### src/rtl/instr_pkg.sv
// Shared instruction-format definitions.
// Holds the symbolic op enum, the 6-bit opcode/func constants and the bit
// positions of every field in the 32-bit word. The instruction decoder
// imports the same package, so writer and reader always agree on the layout.
package instr_pkg;

  // Symbolic operation selector carried on the loader input.
  typedef enum logic [2:0] {
    OP_ADD  = 3'd0,
    OP_SUB  = 3'd1,
    OP_LW   = 3'd2,
    OP_SW   = 3'd3,
    OP_BNE  = 3'd4,
    OP_J    = 3'd5,
    OP_JAL  = 3'd6,
    OP_XORI = 3'd7
  } op_e;

  // Opcode and function-code values.
  localparam logic [5:0] OPC_RTYPE = 6'b000000;
  localparam logic [5:0] OPC_LW    = 6'b100011;
  localparam logic [5:0] OPC_SW    = 6'b101011;
  localparam logic [5:0] OPC_BNE   = 6'b000101;
  localparam logic [5:0] OPC_XORI  = 6'b001110;
  localparam logic [5:0] OPC_J     = 6'b000010;
  localparam logic [5:0] OPC_JAL   = 6'b000011;
  localparam logic [5:0] FUNC_ADD  = 6'b100000;
  localparam logic [5:0] FUNC_SUB  = 6'b100010;

  // Field LSB positions inside the 32-bit word.
  localparam int OPC_LSB   = 0;
  localparam int RS_LSB    = 6;
  localparam int RT_LSB    = 11;
  localparam int RD_LSB    = 16;
  localparam int SHAMT_LSB = 21;
  localparam int FUNC_LSB  = 26;
  localparam int IMM_LSB   = 16;
  localparam int TGT_LSB   = 6;

  // Loader session FSM states (exposed on the loader's debug port).
  typedef enum logic [1:0] {
    ST_IDLE  = 2'd0,
    ST_LOAD  = 2'd1,
    ST_DRAIN = 2'd2,
    ST_DONE  = 2'd3
  } load_state_e;

endpackage

### src/rtl/instr_pack.sv
// Combinational instruction packer: symbolic op + fields -> 32-bit word.
// Ports:
//   i_op      operation selector (op_e)
//   i_rs/i_rt/i_rd/i_shamt  5-bit register / shift fields
//   i_imm16   16-bit immediate (I-type)
//   i_target  26-bit jump target (J-type)
//   o_word    packed instruction word
// Fields that a format does not use are left at zero.
module instr_pack
  import instr_pkg::*;
(
  input  op_e         i_op,
  input  logic [4:0]  i_rs,
  input  logic [4:0]  i_rt,
  input  logic [4:0]  i_rd,
  input  logic [4:0]  i_shamt,
  input  logic [15:0] i_imm16,
  input  logic [25:0] i_target,
  output logic [31:0] o_word
);

  always_comb begin
    o_word = '0;
    case (i_op)
      OP_ADD, OP_SUB: begin
        o_word[OPC_LSB +: 6]   = OPC_RTYPE;
        o_word[RS_LSB +: 5]    = i_rs;
        o_word[RT_LSB +: 5]    = i_rt;
        o_word[RD_LSB +: 5]    = i_rd;
        o_word[SHAMT_LSB +: 5] = i_shamt;
        o_word[FUNC_LSB +: 6]  = (i_op == OP_ADD) ? FUNC_ADD : FUNC_SUB;
      end
      OP_LW, OP_SW, OP_BNE, OP_XORI: begin
        // The immediate occupies [31:16], overlapping rd/shamt/func,
        // so rd and shamt are deliberately dropped for I-type.
        case (i_op)
          OP_LW:   o_word[OPC_LSB +: 6] = OPC_LW;
          OP_SW:   o_word[OPC_LSB +: 6] = OPC_SW;
          OP_BNE:  o_word[OPC_LSB +: 6] = OPC_BNE;
          default: o_word[OPC_LSB +: 6] = OPC_XORI;
        endcase
        o_word[RS_LSB +: 5]   = i_rs;
        o_word[RT_LSB +: 5]   = i_rt;
        o_word[IMM_LSB +: 16] = i_imm16;
      end
      OP_J, OP_JAL: begin
        o_word[OPC_LSB +: 6]  = (i_op == OP_J) ? OPC_J : OPC_JAL;
        o_word[TGT_LSB +: 26] = i_target;
      end
      default: o_word = '0;
    endcase
  end

endmodule

### src/rtl/instr_encoder_loader.sv
// Instruction encoder / imem loader.
// Accepts symbolic instructions over a valid/ready handshake, packs each into
// a 32-bit word and writes the words to consecutive imem addresses.
// Ports:
//   clk, reset_n                 clock, async active-low reset
//   start, base_addr, length     session start pulse, first address, word count
//   in_valid / in_ready          input handshake
//   in_op, in_rs, in_rt, in_rd, in_shamt, in_imm16, in_target  instruction fields
//   imem_we / imem_ready         write handshake
//   imem_addr, imem_wdata        write address / packed word
//   busy, done, count            session status, words written this session
//   err_overrun                  sticky: in_valid seen while DONE
//   dbg_state                    current session FSM state
// Handshake rule (both interfaces): a transfer happens on a rising edge where
// valid and ready are both high; valid-side data must hold while valid is high
// and ready is low. in_ready depends on imem_ready combinationally so that a
// new word can be accepted in the same cycle the held word is written.
module instr_encoder_loader
  import instr_pkg::*;
#(
  parameter int ADDR_W  = 8,
  parameter int MAX_LEN = 256
) (
  input  logic              clk,
  input  logic              reset_n,
  input  logic              start,
  input  logic [ADDR_W-1:0] base_addr,
  input  logic [ADDR_W:0]   length,
  input  logic              in_valid,
  output logic              in_ready,
  input  logic [2:0]        in_op,
  input  logic [4:0]        in_rs,
  input  logic [4:0]        in_rt,
  input  logic [4:0]        in_rd,
  input  logic [4:0]        in_shamt,
  input  logic [15:0]       in_imm16,
  input  logic [25:0]       in_target,
  output logic              imem_we,
  input  logic              imem_ready,
  output logic [ADDR_W-1:0] imem_addr,
  output logic [31:0]       imem_wdata,
  output logic              busy,
  output logic              done,
  output logic [ADDR_W:0]   count,
  output logic              err_overrun,
  output load_state_e       dbg_state
);

  localparam logic [ADDR_W:0] L_MAX   = MAX_LEN[ADDR_W:0];
  localparam logic [ADDR_W:0] REM_ONE = {{ADDR_W{1'b0}}, 1'b1};

  load_state_e       r_state;
  load_state_e       w_state_nxt;
  logic [ADDR_W-1:0] r_addr;
  logic [ADDR_W:0]   r_remaining;
  logic [ADDR_W:0]   r_count;
  logic              r_we;
  logic [ADDR_W-1:0] r_waddr;
  logic [31:0]       r_wdata;
  logic              r_err;

  logic [ADDR_W:0]   w_len_clamp;
  logic              w_start_ok;
  logic              w_write;
  logic              w_in_ready;
  logic              w_accept;
  logic              w_last_accept;
  logic [31:0]       w_packed;

  instr_pack u_pack (
    .i_op     (op_e'(in_op)),
    .i_rs     (in_rs),
    .i_rt     (in_rt),
    .i_rd     (in_rd),
    .i_shamt  (in_shamt),
    .i_imm16  (in_imm16),
    .i_target (in_target),
    .o_word   (w_packed)
  );

  assign w_len_clamp   = (length > L_MAX) ? L_MAX : length;
  // start is only honoured between sessions; mid-session it is dropped.
  assign w_start_ok    = start && ((r_state == ST_IDLE) || (r_state == ST_DONE));
  assign w_write       = r_we && imem_ready;
  assign w_in_ready    = (r_state == ST_LOAD) && (r_remaining != '0) && (!r_we || imem_ready);
  assign w_accept      = in_valid && w_in_ready;
  assign w_last_accept = w_accept && (r_remaining == REM_ONE);

  // Next-state logic.
  always_comb begin
    w_state_nxt = r_state;
    case (r_state)
      ST_IDLE, ST_DONE: begin
        if (start) w_state_nxt = (w_len_clamp == '0) ? ST_DONE : ST_LOAD;
      end
      ST_LOAD: begin
        if (w_last_accept) w_state_nxt = ST_DRAIN;
      end
      ST_DRAIN: begin
        // Only the final word can be outstanding here.
        if (w_write) w_state_nxt = ST_DONE;
      end
      default: w_state_nxt = ST_IDLE;
    endcase
  end

  always_ff @(posedge clk or negedge reset_n) begin
    if (!reset_n) begin
      r_state <= ST_IDLE;
    end else begin
      r_state <= w_state_nxt;
    end
  end

  // Session counters and sticky error.
  always_ff @(posedge clk or negedge reset_n) begin
    if (!reset_n) begin
      r_addr      <= '0;
      r_remaining <= '0;
      r_count     <= '0;
      r_err       <= 1'b0;
    end else if (w_start_ok) begin
      r_addr      <= base_addr;
      r_remaining <= w_len_clamp;
      r_count     <= '0;
      r_err       <= 1'b0;
    end else begin
      if (w_accept) begin
        r_addr      <= r_addr + 1'b1;  // wraps modulo 2**ADDR_W
        r_remaining <= r_remaining - 1'b1;
      end
      if (w_write) r_count <= r_count + 1'b1;
      if ((r_state == ST_DONE) && in_valid) r_err <= 1'b1;
    end
  end

  // Output register: loads on accept, otherwise clears once written, and
  // holds while the memory stalls.
  always_ff @(posedge clk or negedge reset_n) begin
    if (!reset_n) begin
      r_we    <= 1'b0;
      r_waddr <= '0;
      r_wdata <= '0;
    end else if (w_accept) begin
      r_we    <= 1'b1;
      r_waddr <= r_addr;
      r_wdata <= w_packed;
    end else if (w_write) begin
      r_we    <= 1'b0;
    end
  end

  assign in_ready    = w_in_ready;
  assign imem_we     = r_we;
  assign imem_addr   = r_waddr;
  assign imem_wdata  = r_wdata;
  assign busy        = (r_state == ST_LOAD) || r_we;
  assign done        = (r_state == ST_DONE);
  assign count       = r_count;
  assign err_overrun = r_err;
  assign dbg_state   = r_state;

endmodule

### config.mk
export PLATFORM = sky130hd
export DESIGN_NAME = instr_encoder_loader
export DESIGN_NICKNAME = d
export VERILOG_FILES = /design/src/rtl/instr_pkg.sv /design/src/rtl/instr_pack.sv /design/src/rtl/instr_encoder_loader.sv
export SDC_FILE = /design/constraint.sdc
export NUM_CORES = 1
export LEC_CHECK = 0
export ABC_AREA = 1
export CORE_MARGIN = 5
export CORE_UTILIZATION = 35
export CTS_CLUSTER_DIAMETER = 40
export DETAILED_ROUTE_END_ITERATION = 6
export GPL_TIMING_DRIVEN = 1
export PLACE_DENSITY = 0.65
export SLEW_MARGIN = 20
export SYNTH_ARGS = -nofsm -noshare
export SYNTH_HDL_FRONTEND = slang
export SYNTH_SLANG_ARGS = --single-unit
### constraint.sdc
create_clock -name clk -period 1.9 [get_ports clk]
set_clock_uncertainty 0.2 [all_clocks]
set_input_delay 0.475 -clock clk [delete_from_list [all_inputs] [get_ports clk]]
set_output_delay 0.475 -clock clk [all_outputs]
set_load 0.02 [all_outputs]
==> results of run 1 <==
[through the flow]
stage | hold slack, ns | std cells
global route | 0.00993 | 888
CTS | 0.00303 | 882
detailed placement | 0.264 | 863
global placement | 0.264 | 863
floorplan | -0.0206 | 551
finish | -0.0277 | 888
[flip-flops by register name, indices dropped and copies added (netlist names)]
register,cells
imem_wdata,31
dbg_state,2
err_overrun,1
r_addr,8
r_remaining,9
imem_addr,8
count,9
imem_we,1
[timing repair]
action | CTS | global route
hold buffers | 0 | 0
cloned | 0 | 2
gates resized for setup | 74 | 28
pin swaps | 1 | 7
buffers inserted | 3 | 4
endpoints found under the setup margin | 57 | 41
[final cells by class]
| class | count | area (sq um) |
|---|---|---|
| repair buffers | 201 | 1920 |
| clock buffers | 9 | 225 |
| flip-flops and latches | 69 | 1730 |
| well taps | 140 | 175 |
| inverters | 52 | 203 |
| multi-input cells | 410 | 1970 |
| clock inverters | 7 | 121 |
| fillers | 1026 | 4590 |
[worst min-delay path by stage]
stage	depth (start not counted)	end	slack (ns)	from
after global placement	2	imem_wdata[22]	0.26	imem_wdata[22]
after CTS	2	imem_wdata[10]	0.003	reset_n
after global routing	2	imem_wdata[6]	0.01	reset_n
final	2	imem_wdata[10]	-0.03	reset_n
after floorplan	0	count[0]	-0.02	reset_n
after detailed placement	2	imem_wdata[26]	0.26	imem_wdata[26]
[report_power, final]
part / total, W / internal [W] / leakage (nW) / switching, W
clock network: 0.00196 / 0.00129 / 0.170 / 0.000670
logic: 0.00478 / 0.00206 / 2.27 / 0.00272
registers: 0.00244 / 0.00207 / 0.879 / 0.000370
[routing by layer]
| layer | part of all wire [%] | routed length, um | GRT usage [%] |
|---|---|---|---|
| met1 | 39 | 4930 | 21.0 |
| met2 | 48 | 6050 | 30.3 |
| met3 | 11 | 1330 | 7.93 |
| met4 | 2.3 | 284 | 6.73 |
| met5 | 0 | 0 | 0 |
[logic make-up (layout without fill, tap and decap cells)]
| group | after synthesis | after routing |
|---|---|---|
| compound gates | 56 | 56 |
| xor+xnor | 1 | 1 |
| fa+ha+maj | 8 | 8 |
| buf+inv | 72 | 269 |
| flops | 69 | 69 |
| other cells | 1 | 1 |
| simple gates | 344 | 344 |
[placed cells by master, fill, tap and decap left out, types with 7 or more instances in the layout]
| master | Yosys | routed |
|---|---|---|
| nand2_1 | 233 | 231 |
| clkdlybuf4s50_1 | 0 | 83 |
| dfrtp_1 | 69 | 69 |
| dlygate4sd2_1 | 0 | 52 |
| buf_4 | 4 | 50 |
| nand3_1 | 46 | 46 |
| inv_1 | 44 | 38 |
| nor2_1 | 35 | 34 |
| o21ai_0 | 27 | 26 |
| inv_2 | 8 | 12 |
| clkbuf_16 | 0 | 11 |
| o211ai_1 | 10 | 10 |
| a21oi_1 | 7 | 7 |
==> out/results.txt, run 1 <==
clk_lat worst skew - 0.32 ns
syn avg cell area - 7.17 sq um
worst-path maximum fanout - 2
IO Pins - 143
largest family of logic cells by synthesized area - simple AND/OR/NAND/NOR gates
Worst Path Buf+Inv - 3
cells after synthesis - 551
CP startpoint kind - flip-flop
area leader, netlist - dfrtp_1
Critical R2R Capture - r_addr[2]
asr flop ratio synth - 100%
diode count - 0
placed wire-length estimate - 9110 um
initial core utilization - 36.1%
worst hold path class - primary input to async pin
first-pass GRT wire length - 19800 um
crit-path max cell delay - 0.39 ns
Pins Over Slew Limit - 0
Core ar. - 0.0109 sq mm
mux cell area share after synthesis - 0%
CTS tree - done
Fin. Hold Viols - 31
Worst EP arrival - 1.41 ns
CTS Buf Count - 9
CP startpoint - r_remaining[0]
Synth Area in Adders - 2.53%
clk slew on worst S/H paths - 0.06 ns
initial antenna violation count - 0
worst setup path end - in_ready
DR WL/cell - 14.2 um
pre-CTS setup slack - -0.600 ns
Post-synth EDFFs - 0
Post-DRT Antenna Nets - 0
PortBufs - 141
WP depth - 8
max_cap viols - 0
cells on worst reg2reg path - 9
clk buf depth - 2
Setup CP Type - flip-flop to primary output
vias - 4255
P_leak - 3.32 nW
Yosys reg bits - 69
CP delay by family, top - flip-flops
Commonest cells post-synth - 233 x nand2_1, 69 x dfrtp_1, 46 x nand3_1
1st-pass router iterations - 6
hold slack - -0.0277 ns
H-tree depth - 3
Fmax - 479 MHz
area grow syn2layout - 60.5%
Cell Area, Placed - 0.00584 sq mm
FP Rows - 38
share of post-route cells with drive strength above 1 - 16.7%
dominant cells by area after synthesis - dfrtp_1 44%, nand2_1 22%, nand3_1 5.8%
# nets final - 838
Total Neg Setup Slack - -0.267 ns
CP Data Required Time - 1.22 ns
CP endpoint kind - primary output
DIE WIDTH - 116 um
Synth Area in Simple Gates - 36.4%
largest net degree at the start of global routing - 70
Die Area - 0.0135 sq mm
Worst R2R Start - dbg_state[0]
Final WS setup - -0.187 ns
Routed WL - 12600 um
gr ovfl total - 0
Yosys cell types - 33
post-synthesis compound-gate area fraction - 8.33%
Die Ht - 116 um
Total Power - 0.00918 W
Mapped Area - 0.00395 sq mm
final setup violating endpoints - 2
initial DRC count - 187
register area share after synthesis - 43.7%
most frequent cell after synthesis - nand2_1
status - complete, but fails checks
number of global-route vias before repair - 4330
area share of the largest cell type after synthesis - 43.7%
total of warnings raised by yosys - 0
Final Util - 58.0%
Final Cycle Share - 110%
gpl congestion - 0.880
Clock Sinks - 69
Vias/cell - 4.79
Syn Nets - 646
min Tclk post-route - 2.09 ns
XOR/XNOR Fraction of Synth Area - 0.222%
crit path cell chain - inv_2, ha_4, inv_2, nor2_2, nand2_1, nor2_1, nor2_1, buf_4
DRC Markers - 0
setup slack, reg-to-reg - 0.06 ns
CTS Root Cell - clkbuf_16
RSZ-0062 raised after global routing - true
Total GRT Usage - 18.3%
Synth Flop Type - dfrtp_1
CP max stage cell - dfrtp_1
VDD IR max - 0.796 mV
cell area after layout - 0.00634 sq mm
failing checks - negative hold slack, negative setup slack
Power Density - 1450 mW/mm^2
(Power assumes the default switching activity.)
==> inputs of run 2 (changes only) <==
--- a/config.mk
+++ b/config.mk
@@ -12,6 +12,8 @@
 export DETAILED_ROUTE_END_ITERATION = 6
 export GPL_TIMING_DRIVEN = 1
 export PLACE_DENSITY = 0.65
+export RECOVER_POWER = 100
+export SKIP_CTS_REPAIR_TIMING = 1
 export SLEW_MARGIN = 20
 export SYNTH_ARGS = -nofsm -noshare
 export SYNTH_HDL_FRONTEND = slang
==> out/results.txt, run 2 (synthesis gave the netlist of run 1 again) <==
CTS Root Cell - clkbuf_16
Final Cycle Share - 111% (+1.5 points)
met3 wire length - 1310 um (-1.7%)
1st-pass router iterations - 4 (-2)
initial DRC count - 223 (+19%)
Sw Share - 42.2% (+1.2 points)
diode count - 0 (unchanged)
worst-path maximum fanout - 2 (unchanged)
Fmax - 473 MHz (-1.4%)
Die Ht - 116 um (unchanged)
Die Area - 0.0135 sq mm (unchanged)
max FFs per register - 31 (unchanged)
non-filler cells, final - 886 (-0.23%)
Setup CP Type - flip-flop to primary output
Final WS setup - -0.216 ns (-0.0289 ns)
min Tclk post-route - 2.12 ns (+0.0289 ns)
slew at the pin closest to its max-slew limit - 0.971 ns
vias - 4299 (+1.0%)
Worst EP arrival - 1.44 ns (+0.03 ns)
FP Rows - 38 (unchanged)
multi-input logic area - 0.00197 sq mm (unchanged)
gpl congestion - 0.880 (unchanged)
initial core utilization - 36.1% (unchanged)
Cell Area, Placed - 0.00584 sq mm (unchanged)
status - complete, but fails checks
Internal - 0.00516 W (-4.8%)
DIE WIDTH - 116 um (unchanged)
# nets final - 836 (-0.24%)
VDD IR max - 0.724 mV (-9.0%)
clk slew on worst S/H paths - 0.06 ns (about the same)
CTS tree - done
PortBufs - 141 (unchanged)
CP endpoint kind - primary output
CTS Buf Count - 9 (unchanged)
Fin. Hold Viols - 0 (-100%)
Post-DRT Antenna Nets - 0 (unchanged)
fill cell count - 1070 (+4.3%)
cell area after layout - 0.00605 sq mm (-4.6%)
Total Neg Setup Slack - -2.37 ns (-2.11 ns)
Total GRT Usage - 18.2% (-0.065 points)
clk_lat worst skew - 0.33 ns (about the same)
placed wire-length estimate - 9110 um (unchanged)
hold slack - 0.214 ns (+0.242 ns)
Clock Sinks - 69 (unchanged)
CP Data Required Time - 1.22 ns (about the same)
switching pwr - 0.00376 W (+0.12%)
share of post-route cells with drive strength above 1 - 16.9% (+0.18 points)
clock share of power - 22.0% (+0.6 points)
initial antenna violation count - 0 (unchanged)
most frequent cells in the layout - 228 x nand2_1, 83 x clkdlybuf4s50_1, 69 x dfrtp_1
first-pass GRT wire length - 19800 um (-0.38%)
DR WL/cell - 14.1 um (-0.33%)
worst hold path class - primary input to async pin
failing checks - negative setup slack
Pins Over Slew Limit - 0 (unchanged)
DRC Markers - 0 (unchanged)
Routed WL - 12500 um (-0.56%)
max_cap viols - 0 (unchanged)
Vias/cell - 4.85 (+1.3%)
P_leak - 3.02 nW (-9.0%)
H-tree depth - 3 (unchanged)
Comb pwr share - 50.6% (-1.5 points)
number of global-route vias before repair - 4309 (-0.48%)
register area - 0.00173 sq mm (unchanged)
final setup violating endpoints - 57 (+55)
area grow syn2layout - 53.1%
CP startpoint kind - flip-flop
RSZ-0062 raised after global routing - true
max layer used - met4
Cell Count Post-Placement - 863 (unchanged)
gr ovfl total - 0 (unchanged)
Slew HR - 35.3%
most common cell after layout, fill and taps aside - nand2_1
Seq pwr share - 27.4% (+0.8 points)
M1 wire length - 4830 um (-2.1%)
length of routed met2 wiring - 6140 um (+1.5%)
clk buf depth - 2 (unchanged)
Core ar. - 0.0109 sq mm (unchanged)
IO Pins - 143 (unchanged)
Power Density - 1480 mW/mm^2 (+1.9%)
largest net degree at the start of global routing - 70 (unchanged)
## run 2: changes by cell type in the layout (fill, tap and decap cells not counted), moves of 3 or more
cell / delta
dlygate4sd2_1: -52
clkbuf_1: +53
buf_4: -3
nand2_2: +3
nand2_1: -3
## run 2: worst paths after layout
path / from / to / slack [ns] / cells past startpoint
min reg2reg: imem_wdata[18] / imem_wdata[18] / 0.29 / 2
max reg2reg: dbg_state[0] / count[8] / -0.07 / 8
min: reset_n / imem_addr[5] / 0.21 / 2
max: r_remaining[1] / in_ready / -0.22 / 8
min in group clk: imem_wdata[18] / imem_wdata[18] / 0.29 / 2
max in group asynchronous: reset_n / imem_we / 0.64 / 2
## run 2: final cells by class
| class | count | area share, % |
|---|---|---|
| flip-flops and latches | 69 | 28.5 |
| multi-input cells | 410 | 32.6 |
| clock inverters | 7 | 2.01 |
| repair buffers | 199 | 26.9 |
| well taps | 140 | 2.90 |
| inverters | 52 | 3.35 |
| clock buffers | 9 | 3.72 |
## run 2: power groups by stage
stage / Clock, W / Sequential [W] / Combinational (W)
global placement: 0 / 0.00244 / 0.00468
CTS: 0.00198 / 0.00245 / 0.00476
floorplan: 0 / 0.00298 / 0.00204
detailed placement: 0 / 0.00245 / 0.00474
finish: 0.00196 / 0.00245 / 0.00452
global route: 0.00205 / 0.00253 / 0.00504
## run 2: critical path, cell delays in order (launching register included)
cell and delay, ns:
dfrtp_1 0.40, inv_2 0.09, ha_4 0.14, inv_2 0.03, nor2_2 0.08, nand2_1 0.05
nor2_1 0.11, nor2_1 0.06, buf_4 0.16
## run 2: per-layer routing
layer	vias up	GRT usage [%]
met3	23	7.88
met4	0	6.73
li1	2119	-
met2	163	30.2
met1	1994	20.9
met5	-	0
## run 2: stage by stage
step | power [W] | setup WS, ns | utilization (%)
after floorplan | 0.00502 | 0.0476 | -
after global placement | 0.00712 | -0.582 | 53.4
after detailed placement | 0.00719 | -0.600 | 53.4
after CTS | 0.00920 | -0.647 | 56.6
after global routing | 0.00962 | -0.282 | 55.3
final | 0.00893 | -0.216 | 55.3
==> inputs of run 3 (changes only) <==
--- a/config.mk
+++ b/config.mk
@@ -13,8 +13,7 @@
 export GPL_TIMING_DRIVEN = 1
 export PLACE_DENSITY = 0.65
 export RECOVER_POWER = 100
-export SKIP_CTS_REPAIR_TIMING = 1
-export SLEW_MARGIN = 20
+export SLEW_MARGIN = 0
 export SYNTH_ARGS = -nofsm -noshare
 export SYNTH_HDL_FRONTEND = slang
 export SYNTH_SLANG_ARGS = --single-unit
==> out/results.txt, run 3 (synthesis gave the netlist of run 1 again) <==
most frequent cells in the layout - 231 x nand2_1, 83 x clkdlybuf4s50_1, 69 x dfrtp_1
clk slew on worst S/H paths - 0.06 ns (about the same)
Die Area - 0.0135 sq mm (unchanged)
pre-CTS setup slack - -0.600 ns (unchanged)
DIE WIDTH - 116 um (unchanged)
Pins Over Slew Limit - 0 (unchanged)
IO Pins - 143 (unchanged)
largest net degree at the start of global routing - 70 (unchanged)
Clock Sinks - 69 (unchanged)
gr ovfl total - 0 (unchanged)
PortBufs - 141 (unchanged)
CP endpoint kind - primary output
clk_lat worst skew - 0.33 ns (about the same)
Final Cycle Share - 109% (-2.6 points)
worst-path maximum fanout - 2 (unchanged)
Total GRT Usage - 18.3% (+0.065 points)
gpl congestion - 0.880 (unchanged)
Total Neg Setup Slack - -3.71 ns (-1.33 ns)
DR WL/cell - 14.1 um (about the same)
Fmax - 484 MHz (+2.4%)
FP Rows - 38 (unchanged)
CP Data Required Time - 1.22 ns (about the same)
max_cap viols - 0 (unchanged)
VDD IR max - 0.767 mV (+5.9%)
final setup violating endpoints - 62 (+8.8%)
worst hold path class - primary input to async pin
most common cell after layout, fill and taps aside - nand2_1
Die Ht - 116 um (unchanged)
P_leak - 3.31 nW (+9.7%)
initial core utilization - 36.1% (unchanged)
RSZ-0062 raised after global routing - true
H-tree depth - 3 (unchanged)
Worst EP arrival - 1.39 ns (-0.05 ns)
Post-DRT Antenna Nets - 0 (unchanged)
slew at the pin closest to its max-slew limit - 0.966 ns (-0.00480 ns)
initial DRC count - 189 (-15%)
Fin. Hold Viols - 0 (unchanged)
vias - 4256 (-1.0%)
min Tclk post-route - 2.07 ns (-0.0499 ns)
Vias/cell - 4.79 (-1.2%)
status - complete, but fails checks
CTS Root Cell - clkbuf_16
area grow syn2layout - 59.4%
clk buf depth - 2 (unchanged)
placed wire-length estimate - 9110 um (unchanged)
Final Util - 57.6% (+2.3 points)
CTS Buf Count - 9 (unchanged)
post-cts hold buffer count - 0
1st-pass router iterations - 6 (+2)
# nets final - 838 (+0.24%)
diode count - 0 (unchanged)
first-pass GRT wire length - 19800 um (+0.38%)
Core ar. - 0.0109 sq mm (unchanged)
Slew HR - 35.6% (+0.32 points)
Setup CP Type - flip-flop to primary output
max FFs per register - 31 (unchanged)
failing checks - negative setup slack
Power Density - 1450 mW/mm^2 (-1.9%)
number of global-route vias before repair - 4330 (+0.49%)
CP startpoint kind - flip-flop
Final WS setup - -0.166 ns (+0.0499 ns)
DRC Markers - 0 (unchanged)
share of post-route cells with drive strength above 1 - 16.4% (-0.45 points)
CTS tree - done
initial antenna violation count - 0 (unchanged)
Routed WL - 12500 um (+0.14%)
-- run 3: cell types whose count changed in the layout (fill, tap and decap cells not counted) --
cell	change
clkbuf_1	-52
clkbuf_2	+2
dlygate4sd2_1	+52
ha_2	+1
ha_4	-1
inv_1	+1
inv_2	-1
nand2_1	+3
nand2_2	-3
nor2_1	+1
nor2_2	-1
-- run 3: path summary, 6_finish.rpt --
| kind | endpoint | depth (start not counted) | slack (ns) | from |
|---|---|---|---|---|
| setup / recovery | in_ready | 8 | -0.17 | r_remaining[1] |
| hold / removal | imem_addr[5] | 2 | 0.21 | reset_n |
| setup reg to reg | count[8] | 8 | -0.06 | dbg_state[0] |
| hold reg to reg | imem_wdata[28] | 2 | 0.28 | imem_wdata[28] |
| max in group asynchronous | imem_we | 2 | 0.65 | reset_n |
| min in group clk | imem_wdata[28] | 2 | 0.28 | imem_wdata[28] |
-- run 3: repair_timing --
item | in CTS | in global routing
buffers inserted | 3 | 4
cloned | 0 | 2
pin swaps | 1 | 7
endpoints found under the hold margin | 0 | 0
resized for setup | 74 | 28
endpoints found under the setup margin | 57 | 41
-- run 3: where the power goes --
part	leakage [nW]	internal (W)	switching, W	total [W]
combinational	2.26	0.00202	0.00270	0.00472
clock	0.170	0.00129	0.000667	0.00196
sequential	0.879	0.00207	0.000368	0.00244
total	3.31	0.00538	0.00374	0.00912
-- run 3: per-stage QoR --
stage                     power (W)  hold slack [ns]  cells  instance area [sq um]
after CTS                   0.00891          0.00303    882                   6160
after global routing        0.00982            0.304    888                   6300
after floorplan             0.00502          -0.0206    551                   3950
after global placement      0.00712            0.264    863                   5840
after detailed placement    0.00719            0.264    863                   5840
final                       0.00912            0.214    888                   6300
-- run 3: critical path, stage by stage (launching register included) --
cell and delay [ns]:
dfrtp_1 0.40, inv_2 0.08, ha_4 0.13, inv_2 0.03, nor2_2 0.06, nand2_1 0.05
nor2_1 0.09, nor2_1 0.06, buf_4 0.16
-- run 3: metal layers --
metal | vias up | wire length (um) | GRT usage [%]
li1 | 2122 | - | -
met1 | 1971 | 4930 | 21.0
met2 | 142 | 6080 | 30.3
met3 | 21 | 1290 | 7.93
met4 | 0 | 237 | 6.73
met5 | - | 0 | 0
-- run 3: layout make-up --
cell class / instances / area [sq um]
clock inverters: 7 / 121
well taps: 140 / 175
inverters: 52 / 203
multi-input cells: 410 / 1950
repair buffers: 201 / 1900
fillers: 1033 / 4640
flip-flops and latches: 69 / 1730
clock buffers: 9 / 225
